File: src/rtl/stopwatch_pkg.sv
// Shared types and constants for the stopwatch push-button front end.
// The state enum and the button indices are shared by the controller and its bench.
package stopwatch_pkg;

    typedef enum logic [1:0] {
        SW_IDLE,
        SW_RUN,
        SW_PAUSE
    } sw_state_e;

    localparam int BTN_RESET = 0;
    localparam int BTN_START = 1;
    localparam int BTN_STOP  = 2;
    localparam int NUM_BTN   = 3;

endpackage

File: src/rtl/btn_debounce.sv
// One push-button channel: a two-flop synchronizer, a debounce counter and a rising-edge detect.
// The press output pulses for one cycle, in the cycle after the debounced level goes from 0 to 1.
module btn_debounce #(
    parameter int DEBOUNCE_CYCLES = 4
) (
    input  logic clk,
    input  logic reset,
    input  logic raw,
    output logic level,
    output logic press
);

    localparam int DB_W = $clog2(DEBOUNCE_CYCLES + 1);
    localparam logic [DB_W-1:0] CNT_LAST = DB_W'(DEBOUNCE_CYCLES - 1);

    logic            s1;
    logic            s2;
    logic            stable;
    logic            stable_d;
    logic [DB_W-1:0] cnt;

    // The counter increment that would bring it to DEBOUNCE_CYCLES commits the new level instead.
    always_ff @(posedge clk) begin
        if (reset) begin
            s1       <= 1'b0;
            s2       <= 1'b0;
            stable   <= 1'b0;
            stable_d <= 1'b0;
            cnt      <= '0;
        end else begin
            s1       <= raw;
            s2       <= s1;
            stable_d <= stable;
            if (s2 != stable) begin
                if (cnt == CNT_LAST) begin
                    stable <= s2;
                    cnt    <= '0;
                end else begin
                    cnt <= cnt + 1'b1;
                end
            end else begin
                cnt <= '0;
            end
        end
    end

    assign level = stable;
    assign press = stable & ~stable_d;

endmodule

File: src/rtl/stopwatch_btn_ctrl.sv
// Turns three raw buttons into clean reset/start/stop commands for the stopwatch.
// It tracks the stopwatch run state and suppresses presses that are redundant or that lose arbitration.
module stopwatch_btn_ctrl
    import stopwatch_pkg::*;
#(
    parameter int DEBOUNCE_CYCLES = 4
) (
    input  logic clk,
    input  logic reset,
    input  logic btn_reset_raw,
    input  logic btn_start_raw,
    input  logic btn_stop_raw,
    output logic sw_reset,
    output logic sw_start,
    output logic sw_stop,
    output logic running,
    output logic dropped
);

    logic [NUM_BTN-1:0] raw_vec;
    logic [NUM_BTN-1:0] press_vec;
    // The arbiter acts only on press events, so the debounced levels go unused.
    logic [NUM_BTN-1:0] level_unused;

    assign raw_vec[BTN_RESET] = btn_reset_raw;
    assign raw_vec[BTN_START] = btn_start_raw;
    assign raw_vec[BTN_STOP]  = btn_stop_raw;

    for (genvar i = BTN_RESET; i < NUM_BTN; i++) begin : g_btn
        btn_debounce #(
            .DEBOUNCE_CYCLES(DEBOUNCE_CYCLES)
        ) u_btn (
            .clk  (clk),
            .reset(reset),
            .raw  (raw_vec[i]),
            .level(level_unused[i]),
            .press(press_vec[i])
        );
    end

    sw_state_e state;
    sw_state_e next_state;
    logic      next_reset;
    logic      next_start;
    logic      next_stop;
    logic      next_drop;

    // A reset press beats everything; start and stop are weighed against the current state.
    always_comb begin
        next_state = state;
        next_reset = 1'b0;
        next_start = 1'b0;
        next_stop  = 1'b0;
        next_drop  = 1'b0;
        if (press_vec[BTN_RESET]) begin
            next_state = SW_IDLE;
            next_reset = 1'b1;
            next_drop  = press_vec[BTN_START] | press_vec[BTN_STOP];
        end else begin
            case (state)
                SW_RUN: begin
                    if (press_vec[BTN_STOP]) begin
                        next_state = SW_PAUSE;
                        next_stop  = 1'b1;
                        next_drop  = press_vec[BTN_START];
                    end else if (press_vec[BTN_START]) begin
                        next_drop = 1'b1;
                    end
                end
                SW_IDLE, SW_PAUSE: begin
                    if (press_vec[BTN_START]) begin
                        next_state = SW_RUN;
                        next_start = 1'b1;
                        next_drop  = press_vec[BTN_STOP];
                    end else if (press_vec[BTN_STOP]) begin
                        next_drop = 1'b1;
                    end
                end
                default: next_state = SW_IDLE;
            endcase
        end
    end

    always_ff @(posedge clk) begin
        if (reset) begin
            state    <= SW_IDLE;
            sw_reset <= 1'b0;
            sw_start <= 1'b0;
            sw_stop  <= 1'b0;
            running  <= 1'b0;
            dropped  <= 1'b0;
        end else begin
            state    <= next_state;
            sw_reset <= next_reset;
            sw_start <= next_start;
            sw_stop  <= next_stop;
            running  <= (next_state == SW_RUN);
            dropped  <= next_drop;
        end
    end

endmodule

File: config.mk
export PLATFORM = sky130hd
export DESIGN_NAME = stopwatch_btn_ctrl
export DESIGN_NICKNAME = d
export VERILOG_FILES = /design/src/rtl/stopwatch_pkg.sv /design/src/rtl/btn_debounce.sv /design/src/rtl/stopwatch_btn_ctrl.sv
export SDC_FILE = /design/constraint.sdc
export NUM_CORES = 1
export LEC_CHECK = 0
export ABC_AREA = 1
export BUFFER_PORTS_ARGS = -buffer_cell sky130_fd_sc_hd__buf_4
export CORE_MARGIN = 2
export CORE_UTILIZATION = 53
export CTS_BUF_LIST = sky130_fd_sc_hd__clkbuf_4
export DETAILED_ROUTE_END_ITERATION = 10
export GPL_ROUTABILITY_DRIVEN = 1
export PLACE_DENSITY = 0.76
export SYNTH_ARGS = -nofsm -noshare
export SYNTH_HDL_FRONTEND = slang
export SYNTH_SLANG_ARGS = --single-unit
File: constraint.sdc
create_clock -name clk -period 1 [get_ports clk]
set_clock_uncertainty 0.05 [all_clocks]
set_input_delay 0.1 -clock clk [delete_from_list [all_inputs] [get_ports clk]]
set_output_delay 0.1 -clock clk [all_outputs]
set_load 0.01 [all_outputs]
==> impl_metrics.json <==
{
  "grt_antenna_before_repair": 0,
  "required_ps": 1170,
  "place_congestion": 0.8186,
  "setup_slack_ps": -100.4,
  "min_period_over_period_pct": 110.0,
  "hold-path-endpoint": "g_btn[0].u_btn.s2",
  "fin_cells": 160,
  "period_minus_slack_ps": 1100,
  "avgSynthCellArea_um2": 8.487,
  "grt_max_degree": 17,
  "floorplan.die_area_um2": 2288,
  "pre_cts_ws_ps": -136.2,
  "insertedDiodeCount": 0,
  "outcome": "finished with violations",
  "rows": 15,
  "ir_worst_vdd_mv": 1.006,
  "ys_seq_area_share_pct": 55.04,
  "setup-tns-final_ps": -719.9,
  "r2r_slack_ps": -100,
  "holdCritPathClass": "input port to flop",
  "ys_types": 14,
  "clock.fmax_ghz": 0.9088,
  "violations": "negative setup slack",
  "syn_area_um2": 1018,
  "drt_iter0_drc": 5,
  "r2r-end": "g_btn[0].u_btn.level",
  "track_usage_pct": 16.64,
  "vias": 717,
  "synth_nets": 131,
  "cpPeakStageDelay_ps": 360,
  "cts_buffers": 3,
  "clockBufferDepth": 2,
  "via_per_inst": 4.481,
  "worstHoldPathCells": 2,
  "synthCells": 120,
  "r2r-start": "g_btn[0].u_btn.cnt[0]",
  "clkSinkCount": 28,
  "startpoint_type": "flop",
  "fp.coreArea_um2": 1764,
  "drc": 0,
  "slew_headroom_pct": 85.09,
  "ys_ff_latch": 28,
  "synth_top_area_cell": "dfxtp_1",
  "synthArstFlopShare_pct": 0,
  "holdCritStartpoint": "reset",
  "port_buffers": 9,
  "worstMarginPinSlew_ps": 221.4,
  "wirelength_um": 1560,
  "first_pass_iters": 4,
  "critPathKind": "flop to flop",
  "powerDensity_nw_per_um2": 1262,
  "setup_viol": 10,
  "synth_top_area_share_pct": 55.04,
  "worst-path-max-fanout": 3,
  "grt_pass1_wl_um": 2525,
  "synth_top_cells_by_area": "dfxtp_1, nor2_1, ha_1",
  "fin_nets": 148,
  "finalHoldViolations": 0,
  "grt_pass1_vias": 642,
  "htree_levels": 1,
  "final_antenna_net_count": 0,
  "dpl.cell_count": 152,
  "syn2layout_area_growth_pct": 28.13,
  "worstRegToRegCells": 4,
  "cp_num_buf_inv": 0,
  "die-width_um": 47.84,
  "slew_viol_final": 0,
  "slowest_stage": "dfxtp_2",
  "insertion_delay_ps": 320,
  "p_leak_nw": 0.5314,
  "final_cell_mix": "inv_1, dfxtp_1, nor2_1",
  "ys.flop_type": "dfxtp_1",
  "rsz0062_at_grt": "true",
  "start_util_pct": 57.73,
  "hpwl_um": 1097,
  "die_h_um": 47.84,
  "worst_path_most_repeated_cell": "ha_4",
  "cap_violations": 0,
  "cpLargestDelayFamily": "flip-flops",
  "grt.overflow.total": 0,
  "layout-drive-gt1-share_pct": 39.26,
  "path_cells": "ha_4, ha_4, o21ai_0, a21oi_1",
  "path_clk_slew_ps": 130,
  "io_pins": 10,
  "wl_per_cell_um": 9.750,
  "whs_ps": 18.39,
  "cts_tree": "done",
  "arrival_ps": 1270,
  "critPathCaptureType": "flop",
  "final_core_util_pct": 73.97,
  "synth_edf_count": 0,
  "ys_warn_count": 0,
  "cts_root_buf": "clkbuf_4"
}
-- sequential cells by signal, indices dropped and copies added (netlist names) --
register / cells
g_btn.u_btn.cnt: 9
g_btn.u_btn.level: 3
g_btn.u_btn.s1: 3
g_btn.u_btn.s2: 3
g_btn.u_btn.stable_d: 3
state: 2
dropped: 1
running: 1
sw_reset: 1
sw_start: 1
sw_stop: 1
-- how the worst max path moves through the flow --
stage / from / endpoint / slack [ps] / cells after the start
CTS: g_btn[0].u_btn.cnt[0] / g_btn[0].u_btn.cnt[0] / -110 / 5
global route: g_btn[2].u_btn.cnt[0] / g_btn[2].u_btn.cnt[1] / -150 / 5
finish: g_btn[0].u_btn.cnt[0] / g_btn[0].u_btn.level / -100 / 4
floorplan: g_btn[0].u_btn.cnt[0] / g_btn[0].u_btn.cnt[0] / 1 / 5
global placement: g_btn[1].u_btn.cnt[0] / g_btn[1].u_btn.cnt[0] / -60 / 5
detailed placement: g_btn[0].u_btn.cnt[0] / g_btn[0].u_btn.cnt[0] / -140 / 5
-- synth_stat cells, types with 4 or more instances --
cell,n
a21oi_1,11
o21ai_0,4
inv_2,4
ha_1,6
nand2_1,16
dfxtp_1,28
nor2_1,22
nor2_2,4
inv_1,20
-- cell families after synthesis --
logic type	after synthesis	synth area share, %
AOI/OAI and AO/OA	15	7.371
adders and majority gates	6	7.371
buffers and inverters	26	10.44
DFF	28	55.04
and+or+nand+nor	45	19.78
-- routing by layer --
metal  part of all wire (%)  vias up  global-route usage, %
met2                     49       13                  28.00
met5                      0        -                      0
li1                       -      389                      -
met1                     45      310                  18.03
met4                    2.6        0                  11.35
met3                    3.3        5                  4.528
-- repair_timing --
action	CTS	global route
hold buffers	3	0
setup buffers	1	1
pin swaps	8	4
resized for setup	8	16
setup endpoints to repair	12	18
cloned	0	0
endpoints found under the hold margin	3	0
-- stage by stage --
stage	area, um^2	power [mW]
2_1_floorplan	1079	1.204
3_3_place_gp	1161	1.216
3_5_place_dp	1161	1.219
4_1_cts	1254	1.652
5_1_grt	1305	1.717
6_report	1305	1.647
-- power breakdown --
part	switching, mW	internal [mW]
sequential	0.00752	1.13
clock	0.295	0.141
combinational	0.0399	0.0353
total	0.342	1.30
-- layout make-up --
type | instances | area (um^2)
Fill cell | 147 | 459.2
Inverter | 24 | 90.09
Clock buffer | 3 | 22.52
Timing Repair Buffer | 14 | 112.6
Multi-Input combinational cell | 66 | 475.5
Tap cell | 25 | 31.28
Sequential cell | 28 | 573.1
Power figures use the tool's default switching activity.
